--- src/rtl/fx_alu_pkg.sv ---
// fx_alu_pkg: shared opcode/state types, latency and range helpers for the fixed-point ALU.
package fx_alu_pkg;
    typedef enum logic [1:0] {OP_ADD, OP_MUL, OP_DIV, OP_SQRT} op_t;
    typedef enum logic [1:0] {IDLE, RUN, DONE} state_t;

    function automatic int div_lat(int n, int q);
        return n + q + 1;
    endfunction

    function automatic int sqrt_lat(int n, int q);
        return (n + q) / 2 + 1;
    endfunction

    function automatic longint fx_max(int n);
        return (longint'(1) <<< (n - 1)) - 1;
    endfunction

    function automatic longint fx_min(int n);
        return -(longint'(1) <<< (n - 1));
    endfunction
endpackage

--- src/rtl/fx_alu_if.sv ---
// fx_alu_if: start/done request bus between a controller and the shared fixed-point ALU.
interface fx_alu_if
    import fx_alu_pkg::*;
#(parameter int N = 22);
    logic start;
    op_t op;
    logic signed [N-1:0] in_a;
    logic signed [N-1:0] in_b;
    logic busy;
    logic done;
    logic signed [N-1:0] result;
    logic overflow;
    logic dbz;
    logic neg_rad;
    modport master(output start, op, in_a, in_b, input busy, done, result, overflow, dbz, neg_rad);
    modport slave(input start, op, in_a, in_b, output busy, done, result, overflow, dbz, neg_rad);
endinterface

--- src/rtl/fx_alu_sat.sv ---
// fx_sat: narrows a wide signed value to N bits, clamping or wrapping and flagging out-of-range.
module fx_sat
    import fx_alu_pkg::*;
#(
    parameter int W = 44,
    parameter int N = 22,
    parameter bit SATURATE = 1'b1
) (
    input  logic signed [W-1:0] d,
    output logic signed [N-1:0] q,
    output logic                ovf
);
    localparam logic signed [W-1:0] HI = W'(fx_max(N));
    localparam logic signed [W-1:0] LO = W'(fx_min(N));

    always_comb begin
        ovf = d > HI || d < LO;
        q = ovf && SATURATE ? (d[W-1] ? LO[N-1:0] : HI[N-1:0]) : d[N-1:0];
    end
endmodule

--- src/rtl/fx_alu.sv ---
// fx_alu: time-shared fixed-point add/mul/div/sqrt unit behind one start/done handshake.
module fx_alu
    import fx_alu_pkg::*;
#(
    parameter int N = 22,
    parameter int Q = 10,
    parameter bit SATURATE = 1'b1
) (
    input logic       clk,
    input logic       rst,
    fx_alu_if.slave   bus
);
    localparam int XW = N + Q;
    localparam int RW = XW / 2;
    localparam int CW = $clog2(XW + 1);
    localparam logic signed [N-1:0] MAX = N'(fx_max(N));
    localparam logic signed [N-1:0] MIN = N'(fx_min(N));

    if ((XW % 2) != 0 || Q < 1 || Q >= N) begin : g_bad
        $error("fx_alu: N+Q must be even and 1 <= Q < N");
    end

    state_t st, st_nxt;
    op_t op_r;
    logic signed [N-1:0] a_r;
    logic [N-1:0] b_r, rem, rem_nxt;
    logic [XW-1:0] x, x_nxt;
    logic [RW-1:0] root, root_nxt;
    logic [CW-1:0] cnt;
    logic neg, acc, zero_div, neg_sqrt, last, ge, bw;
    logic [N:0] sub_m, sub_s, diff;
    logic signed [2*N-1:0] prod, wide;
    logic signed [N-1:0] sat_q;
    logic sat_ovf;

    function automatic logic [N-1:0] mag(logic signed [N-1:0] v);
        return v[N-1] ? -v : v;
    endfunction

    assign acc = bus.start && st != RUN;
    assign zero_div = bus.op == OP_DIV && bus.in_b == '0;
    assign neg_sqrt = bus.op == OP_SQRT && bus.in_a[N-1];
    assign last = cnt == CW'(1);

    always_ff @(posedge clk) begin
        if (rst) st <= IDLE;
        else st <= st_nxt;
    end

    always_comb begin
        st_nxt = acc ? ((bus.op == OP_ADD || zero_div || neg_sqrt) ? DONE : RUN)
               : st == RUN ? (last ? DONE : RUN) : IDLE;
    end

    always_comb begin
        bus.busy = st == RUN;
        bus.done = st == DONE;
    end

    // DIV consumes one dividend bit per cycle, SQRT two radicand bits; both share this subtractor.
    always_comb begin
        sub_m = op_r == OP_DIV ? {rem, x[XW-1]} : {rem[N-2:0], x[XW-1 -: 2]};
        sub_s = op_r == OP_DIV ? {1'b0, b_r} : (N+1)'({root, 2'b01});
        {bw, diff} = {1'b0, sub_m} - {1'b0, sub_s};
        ge = !bw;
        rem_nxt = N'(ge ? diff : sub_m);
        x_nxt = op_r == OP_DIV ? {x[XW-2:0], ge} : {x[XW-3:0], 2'b00};
        root_nxt = {root[RW-2:0], ge};
        prod = (2*N)'(a_r) * (2*N)'($signed(b_r));
        wide = st != RUN ? (2*N)'(bus.in_a) + (2*N)'(bus.in_b)
             : op_r == OP_MUL ? prod >>> Q
             : neg ? -$signed((2*N)'(x_nxt)) : $signed((2*N)'(x_nxt));
    end

    fx_sat #(.W(2*N), .N(N), .SATURATE(SATURATE)) u_sat (.d(wide), .q(sat_q), .ovf(sat_ovf));

    always_ff @(posedge clk) begin
        if (rst) begin
            op_r <= OP_ADD;
            a_r <= '0;
            b_r <= '0;
            neg <= 1'b0;
            cnt <= '0;
            x <= '0;
            rem <= '0;
            root <= '0;
            bus.result <= '0;
            bus.overflow <= 1'b0;
            bus.dbz <= 1'b0;
            bus.neg_rad <= 1'b0;
        end else if (acc) begin
            op_r <= bus.op;
            a_r <= bus.in_a;
            b_r <= bus.op == OP_DIV ? mag(bus.in_b) : bus.in_b;
            neg <= bus.in_a[N-1] ^ bus.in_b[N-1];
            x <= {bus.op == OP_DIV ? mag(bus.in_a) : bus.in_a, {Q{1'b0}}};
            rem <= '0;
            root <= '0;
            cnt <= bus.op == OP_MUL ? CW'(1)
                 : bus.op == OP_DIV ? CW'(div_lat(N, Q) - 1) : CW'(sqrt_lat(N, Q) - 1);
            bus.overflow <= bus.op == OP_ADD && sat_ovf;
            bus.dbz <= zero_div;
            bus.neg_rad <= neg_sqrt;
            bus.result <= bus.op == OP_ADD ? sat_q
                        : zero_div ? (bus.in_a == '0 ? '0 : bus.in_a[N-1] ? MIN : MAX)
                        : neg_sqrt ? '0 : bus.result;
        end else if (st == RUN) begin
            cnt <= cnt - CW'(1);
            x <= x_nxt;
            rem <= rem_nxt;
            root <= root_nxt;
            if (last) begin
                bus.result <= op_r == OP_SQRT ? N'(root_nxt) : sat_q;
                bus.overflow <= op_r != OP_SQRT && sat_ovf;
            end
        end
    end
endmodule
--- src/flat_wrapper.sv ---
// flat-port wrapper written by rule: the top's interface ports become plain ports
module fx_alu_flat import fx_alu_pkg::*;
#(
    parameter int N = 22,
    parameter int Q = 10,
    parameter bit SATURATE = 1'b1
)
  (clk, rst, bus_start, bus_op, bus_in_a, bus_in_b, bus_busy, bus_done, bus_result, bus_overflow, bus_dbz, bus_neg_rad);
  fx_alu_if #(.N(N)) bus_i ();
  input logic clk;
  input logic rst;
  input wire logic [$bits(bus_i.start)-1:0] bus_start;
  input wire logic [$bits(bus_i.op)-1:0] bus_op;
  input wire logic [$bits(bus_i.in_a)-1:0] bus_in_a;
  input wire logic [$bits(bus_i.in_b)-1:0] bus_in_b;
  output wire logic [$bits(bus_i.busy)-1:0] bus_busy;
  output wire logic [$bits(bus_i.done)-1:0] bus_done;
  output wire logic [$bits(bus_i.result)-1:0] bus_result;
  output wire logic [$bits(bus_i.overflow)-1:0] bus_overflow;
  output wire logic [$bits(bus_i.dbz)-1:0] bus_dbz;
  output wire logic [$bits(bus_i.neg_rad)-1:0] bus_neg_rad;
  assign bus_i.start = bus_start;
  assign bus_i.op = bus_op;
  assign bus_i.in_a = bus_in_a;
  assign bus_i.in_b = bus_in_b;
  assign bus_busy = bus_i.busy;
  assign bus_done = bus_i.done;
  assign bus_result = bus_i.result;
  assign bus_overflow = bus_i.overflow;
  assign bus_dbz = bus_i.dbz;
  assign bus_neg_rad = bus_i.neg_rad;
  fx_alu #(.N(N), .Q(Q), .SATURATE(SATURATE)) u_core (.clk(clk), .rst(rst), .bus(bus_i));
endmodule
--- config.mk ---
export PLATFORM = sky130hd
export DESIGN_NAME = fx_alu_flat
export DESIGN_NICKNAME = d
export VERILOG_FILES = /design/src/rtl/fx_alu_pkg.sv /design/src/rtl/fx_alu_if.sv /design/src/rtl/fx_alu_sat.sv /design/src/rtl/fx_alu.sv /design/src/flat_wrapper.sv
export SDC_FILE = /design/constraint.sdc
export NUM_CORES = 2
export LEC_CHECK = 0
export BUFFER_PORTS_ARGS = -buffer_cell sky130_fd_sc_hd__buf_4
export CORE_MARGIN = 8
export CORE_UTILIZATION = 40
export CTS_BUF_LIST = sky130_fd_sc_hd__clkbuf_16
export DETAILED_ROUTE_END_ITERATION = 12
export GPL_TIMING_DRIVEN = 1
export PLACE_DENSITY = 0.63
export SETUP_SLACK_MARGIN = 0.05
export SLEW_MARGIN = 20
export SYNTH_ARGS = -nofsm -noshare
export SYNTH_HDL_FRONTEND = slang
export SYNTH_HIERARCHICAL = 1
export SYNTH_SLANG_ARGS = --single-unit
export TNS_END_PERCENT = 1
--- constraint.sdc ---
create_clock -name clk -period 8.6 [get_ports clk]
set_clock_uncertainty 0.15 [all_clocks]
set_input_delay 0 -clock clk [delete_from_list [all_inputs] [get_ports clk]]
set_output_delay 0 -clock clk [all_outputs]
set_load 0.01 [all_outputs]
# Yosys cells after proc, flatten, opt, wreduce, memory -nomap -nowiden
# Index checks and enable logic that the tools add are counted.
[totals]
register_bits = 150
in_bits = 49
out_inout_bits = 27
wordCells = 88
[op_classes]
n_addsub = 6
mul = 1
n_lt_le_gt_ge = 2
n_eq_ne = 12
muxes = 35
bitwise_logic = 1
n_reduce_logical = 17
[op_table]
columns = ["operator", "n"]
rows = [
  ["$mux 22", 17],
  ["$mux 44", 3],
  ["$mux 32", 3],
  ["$gt 44x22->1 const B", 1],
  ["$logic_not 22->1", 2],
  ["$lt 44x22->1 const B", 1],
  ["$mul 22x22->44", 1],
  ["$neg 22->22", 2],
  ["$neg 32->44", 1],
  ["$mux 6", 4],
  ["$sub 23x22->24", 1],
  ["$add 22x22->23", 1],
  ["$mux 23", 1],
  ["$eq 2x2->1 const B", 5],
  ["$mux 2", 4],
  ["$eq 2x1->1 const B", 3],
  ["$eq 6x1->1 const B", 1],
  ["$sub 6x1->6 const B", 1],
  ["$logic_and 1x1->1", 5],
  ["$ne 4x4->1 const B", 1],
  ["$reduce_bool 2->1", 2],
  ["$logic_or 1x1->1", 3],
  ["$mux 1", 3],
  ["$reduce_and 3->1", 1],
  ["other kinds (7)", 7],
]

# Depth between registers and ports, before layout
[depth]
ltp_word = 16
ltp_mapped = 35
ltp_nobuf = 31

# Modules after synthesis
# Netlist, hierarchy kept.
[modules_own_cells]
columns = ["module", "instances", "cells_each", "area_per_inst_um2"]
rows = [
  ["fx_alu", 1, 3587, 29116.7],
  ["fx_sat", 1, 44, 335.3],
]

# Worst setup path before layout
# Ideal clock, no wire load.
[synth_timing]
path_kind = "register to register"
from = "register u_core.a_r[21]"
to = "register u_core.bus.result[11]"
setup_ps = 86
arrival_ps = 8506
t_required_ps = 8364
slack_ps = -142
stages_incl_launch_ff = 35
period_less_slack_ps = 8742
path_cell_list = "dfxtp_1 -> clkbuf_1 -> nand2_1 -> inv_1 -> fa_1 -> fa_1 -> inv_1 -> fa_1 -> inv_1 -> fa_1 -> fa_1 -> fa_1 -> inv_1 -> fa_1 -> inv_1 -> ha_1 -> clkbuf_1 -> a21oi_1 -> o21a_1 -> o21a_1 -> a311oi_1 -> nand2_1 -> o21ai_1 -> a211oi_1 -> xnor2_1 -> nand2_1 -> clkbuf_1 -> nand3_1 -> nand4_1 -> or4_4 -> o32ai_4 -> buf_6 -> a21o_1 -> a221oi_1 -> a211oi_1"
[synth_via]
elab_chain_len = 10
elab_cells_between_ends = 13
cone_classes = "1 x mul; 2 x order compare; 9 x mux; 1 x reduce/logical"
[synth_lines]
columns = ["element", "line_no", "rtl"]
rows = [
  ["start, declared", "fx_alu.sv:25", "logic signed [N-1:0] a_r;"],
  ["start signal, assigned", "fx_alu.sv:93", "a_r <= bus.in_a;"],
  ["$mul 22x22->44 *", "fx_alu.sv:69", "prod = (2*N)'(a_r) * (2*N)'($signed(b_r));"],
  ["$mux 44 *", "fx_alu.sv:71", ": op_r == OP_MUL ? prod >>> Q"],
  ["$mux 44 *", "fx_alu.sv:70", "wide = st != RUN ? (2*N)'(bus.in_a) + (2*N)'(bus.in_b)"],
  ["via u_core.wide[37]", "fx_alu.sv:32", "logic signed [2*N-1:0] prod, wide;"],
  ["$gt 44x22->1 or $lt 44x22->1 (tied branches)", "fx_alu_sat.sv:17", "ovf = d > HI || d < LO;"],
  ["$logic_or 1x1->1 *", "fx_alu_sat.sv:17", ""],
  ["$mux 22 *", "fx_alu_sat.sv:18", "q = ovf && SATURATE ? (d[W-1] ? LO[N-1:0] : HI[N-1:0]) : d[N-1:0];"],
  ["via u_core.sat_q[11]", "fx_alu.sv:33", "logic signed [N-1:0] sat_q;"],
  ["$mux 22", "fx_alu.sv:113", "bus.result <= op_r == OP_SQRT ? N'(root_nxt) : sat_q;"],
  ["$mux 22", "fx_alu.sv:112", "if (last) begin"],
  ["$mux 22", "fx_alu.sv:107", "end else if (st == RUN) begin"],
  ["$mux 22 *", "fx_alu.sv:91", "end else if (acc) begin"],
  ["end signal, assigned", "fx_alu.sv:104", "bus.result <= bus.op == OP_ADD ? sat_q"],
  ["end signal, assigned", "fx_alu.sv:113", ""],
  ["end, declared", "fx_alu_if.sv:16", "modport slave(input start, op, in_a, in_b, output busy, done, result, overflow, dbz, neg_rad);"],
]
# Mark *: on every way through the listed nets, which the timed path passes. The rest lies on a longest branch. The select of a mux whose other input is x is not followed.
# A chain may end at the register's enable or synchronous reset.

# Worst setup path after layout
[layout_timing]
from = "register u_core.b_r[5]"
to = "register u_core.bus.result[10]"
[layout_via]
elab_chain_len = 15
elab_cells_between_ends = 19
cone_classes = "2 x add/sub; 1 x mul; 2 x order compare; 12 x mux; 2 x reduce/logical"
[layout_lines]
columns = ["element", "line_no", "rtl"]
rows = [
  ["start, declared", "fx_alu.sv:26", "logic [N-1:0] b_r, rem, rem_nxt;"],
  ["start signal, assigned", "fx_alu.sv:94", "b_r <= bus.op == OP_DIV ? mag(bus.in_b) : bus.in_b;"],
  ["$mux 22", "fx_alu.sv:63", "sub_s = op_r == OP_DIV ? {1'b0, b_r} : (N+1)'({root, 2'b01});"],
  ["$sub 23x22->24", "fx_alu.sv:64", "{bw, diff} = {1'b0, sub_m} - {1'b0, sub_s};"],
  ["$logic_not 1->1", "fx_alu.sv:65", "ge = !bw;"],
  ["$mux 32", "fx_alu.sv:67", "x_nxt = op_r == OP_DIV ? {x[XW-2:0], ge} : {x[XW-3:0], 2'b00};"],
  ["$neg 32->44", "fx_alu.sv:72", ": neg ? -$signed((2*N)'(x_nxt)) : $signed((2*N)'(x_nxt));"],
  ["$mux 44", "fx_alu.sv:72", ""],
  ["$mux 44 *", "fx_alu.sv:71", ""],
  ["$mux 44 *", "fx_alu.sv:70", ""],
  ["via u_core.wide[27]", "fx_alu.sv:32", ""],
  ["$gt 44x22->1 or $lt 44x22->1 (tied branches)", "fx_alu_sat.sv:17", ""],
  ["$logic_or 1x1->1 *", "fx_alu_sat.sv:17", ""],
  ["$mux 22 *", "fx_alu_sat.sv:18", ""],
  ["via u_core.sat_q[10]", "fx_alu.sv:33", ""],
  ["$mux 22", "fx_alu.sv:113", ""],
  ["$mux 22", "fx_alu.sv:112", ""],
  ["$mux 22", "fx_alu.sv:107", ""],
  ["$mux 22 *", "fx_alu.sv:91", ""],
]
# Marks and branches as above.

==> reports/metrics.cfg <==
[status]
violations = setup timing
status = finished with violations

[global_route]
grt.total_usage_pct = 23.0
grt_use_met1_pct = 32.0
grt-ovfl-total = 0
grt_pass1_vias = 26702
grt_pass1_wl_um = 151000
top_usage_layer = met2
antenna_found_initial = 1
met2_usage_pct = 37.0
grt_max_degree = 74
gr-usage-met3_pct = 3.41

[routing]
vias_per_cell = 5.44
routed-via-count = 26414
wl_per_cell_um = 19.3
drc = 0
drt-total-wl_um = 93700
drtAntennaViolNets = 0
firstDrtPassIters = 6
drt_iter0_drc = 2446

[critical_path]
cpPeakStageDelay_ns = 0.56
crit_required_ns = 8.82
r2r-end = u_core/bus.result[10]
r2r_setup_slack_ns = -0.11
crit_path_start_kind = register
cpMostUsedCell = fa_1
slowest_stage = fa_1
cp.arrival_ns = 8.94
r2r_start = u_core/b_r[5]
reg2regPathDepth = 30
cp_max_fo = 11
cp-end-kind = register
critical_path_class = reg -> reg

[hold_path]
hold_class = in -> reg
hold-path-cell-count = 4
min_to = u_core/a_r[11]
hp-start = bus_in_a[11]

[timing]
hold_viol = 0
worstMarginPinSlew_ns = 1.06
relSlewSlack_pct = 28.8
worst_slack_ns = -0.115
max_clock_freq_mhz = 115
period_needed_ns = 8.71
timing.final.max_slew_violations = 0
rsz0062_at_grt = true
whs_ns = 0.241
finalSetupViolCount = 17
min_period_over_period_pct = 101

[synthesis]
synth_flop_cell = dfxtp_1
synth-seq-area-share_pct = 10.2
ys_warn_count = 6
netlist_area_um2 = 29500
synth_common_cells = nand2_1 (584), inv_1 (571), fa_1 (502)
synth_edf_count = 0
synth.distinct_cells = 84
yosys.area.top_type = fa_1
syn_nets = 4367
synth_seq_cells = 150
yosysMostFrequentCell = nand2_1
avgSynthCellArea_um2 = 8.11
yosysTopAreaCellShare_pct = 34.1
async_reset_ff_share_pct = 0
synth_area_leaders = fa_1 (34%), dfxtp_1 (10%), ha_1 (7.9%), nand2_1 (7.4%), inv_1 (7.3%)
syn-instance-count = 3631

[floorplan]
rows = 99
die_x_um = 287
die_area_um2 = 82600
initial_utilization_pct = 40.4
core_um2 = 73000
fp.dieH_um = 287
pin_count = 76

[finish]
multi_input_area_um2 = 23900
fin_nets = 4620
drive_above_1_share_pct = 13.2
ff_latch_area_um2 = 3040
area_growth_pct = 18.4
final_util_pct = 47.8
fill_cells = 6948

[power_and_ir_drop]
power_density_nw_per_um2 = 146
leakagePower_nw = 16.5
peakVddDrop_uv = 166

[cts]
clock_sinks = 150
clkTransAtPathRegs_ns = 0.07
htreeDepth = 4
cts_tree = done
clock_latency_ns = 0.47
root_buffer = clkbuf_16
cts_buffers = 17
clk_path_buf_depth = 2

[placed_design]
place_congestion = 0.946
portBuffers = 75
dp_hpwl_um = 76100

[flow_run]
drv_cap = 0

[critical path, delay by kind of cell, from the launching register on]
kind                       cells  cell delay [ns]
AOI/OAI and AO/OA              9             1.93
xor gates and xnor gates       1             0.20
adders and majority gates      8             3.80
buffers and inverters          5             0.54
DFF                            1             0.38
and+or+nand+nor                7             1.59
[state kept, by name, summed over array words and instances, names as in the netlist]
register,cells
u_core/a_r,22
u_core/b_r,22
u_core/bus.dbz,1
u_core/bus.neg_rad,1
u_core/bus.overflow,1
u_core/bus.result,22
u_core/cnt,6
u_core/neg,1
u_core/op_r,2
u_core/rem,22
u_core/root,16
u_core/st,2
u_core/x,32
[cells by family after synthesis]
logic type               after synthesis  share of synthesized area, %
multiplexers                          33                          1.12
AO/OA/AOI/OAI                        647                          14.3
adder cells (fa/ha/maj)              687                          42.0
buffers and inverters                783                          10.1
flip-flops                           150                          10.2
XOR/XNOR                             117                          3.48
AND/OR/NAND/NOR                     1214                          18.8
[worst max-delay path by stage]
stage,startpoint,endpoint,slack (ns),cells past startpoint
floorplan,u_core/a_r[5],u_core/bus.result[1],0.07,33
global placement,u_core/a_r[11],u_core/bus.result[18],-0.29,33
detailed placement,u_core/a_r[7],u_core/bus.result[0],-0.36,33
CTS,u_core/a_r[6],u_core/bus.result[3],-0.15,36
global route,u_core/a_r[7],u_core/bus.result[11],-0.43,30
finish,u_core/b_r[5],u_core/bus.result[10],-0.11,30
[routing by layer]
layer | up-vias | share of wire [%] | wire, µm
met5 | - | 0 | 0
met4 | 0 | 2.9 | 2730
met3 | 162 | 7.1 | 6630
met2 | 967 | 46 | 43500
met1 | 13148 | 44 | 40800
li1 | 12137 | - | -
[report_power, final]
group | switching, W | total (W) | internal, W
Clock | 0.000340 | 0.000881 | 0.000541
Sequential | 0.0000679 | 0.000814 | 0.000747
Combinational | 0.00199 | 0.00340 | 0.00141
Total | 0.00239 | 0.00509 | 0.00270
[per-stage QoR]
| stage | total power [W] | instance area [µm²] | setup WS (ns) | cells | TNS, ns |
|---|---|---|---|---|---|
| 6_report | 0.00509 | 34900 | -0.115 | 4857 | -1.34 |
| 5_1_grt | 0.00549 | 34900 | -0.431 | 4856 | -7.69 |
| 4_1_cts | 0.00499 | 34500 | -0.155 | 4853 | -2.91 |
| 3_5_place_dp | 0.00403 | 33000 | -0.356 | 4751 | -7.07 |
| 3_3_place_gp | 0.00403 | 33000 | -0.289 | 4751 | -5.78 |
| 2_1_floorplan | 0.00280 | 29500 | 0.0653 | 3631 | 0 |
[area by class of cell]
class	count	share of cell area, %
multi-input cells	2698	68.5
repair buffers	445	11.3
flip-flops and latches	150	8.73
inverters	572	6.17
well taps	959	3.44
clock buffers	17	1.22
clock inverters	14	0.664
diodes	2	0.0144
[placed cells by master, fill, tap and decap left out, types with 8 or more instances in the layout]
cell	count
fa_2	10
dfxtp_2	14
and3_1	9
clkbuf_16	17
nor2b_1	16
o22ai_1	12
mux2i_1	33
buf_4	340
dlygate4sd3_1	69
a311oi_1	21
nand3_1	35
nor4_1	16
o21bai_1	8
or3_1	16
nor3_1	34
ha_1	172
nor2_1	221
o21ai_1	11
o211ai_1	13
o21a_1	18
nand2_1	583
ha_4	12
a211oi_1	67
nand2b_1	21
o21ai_0	83
a31oi_1	20
xor2_1	42
xnor2_1	75
nand4_1	18
inv_1	566
dfxtp_1	130
buf_12	31
a221oi_1	18
a21o_1	48
fa_1	492
a21oi_1	227
and2_1	195
[timing repair]
| action | in CTS | in global routing |
|---|---|---|
| pin swaps | 23 | 50 |
| gates resized for setup | 26 | 66 |
| setup endpoints to repair | 22 | 22 |
| endpoints found under the hold margin | 91 | 0 |
| gates cloned | 1 | 0 |
| hold buffers | 69 | 0 |
| setup buffers | 1 | 2 |
Power figures use the tool's default switching activity.
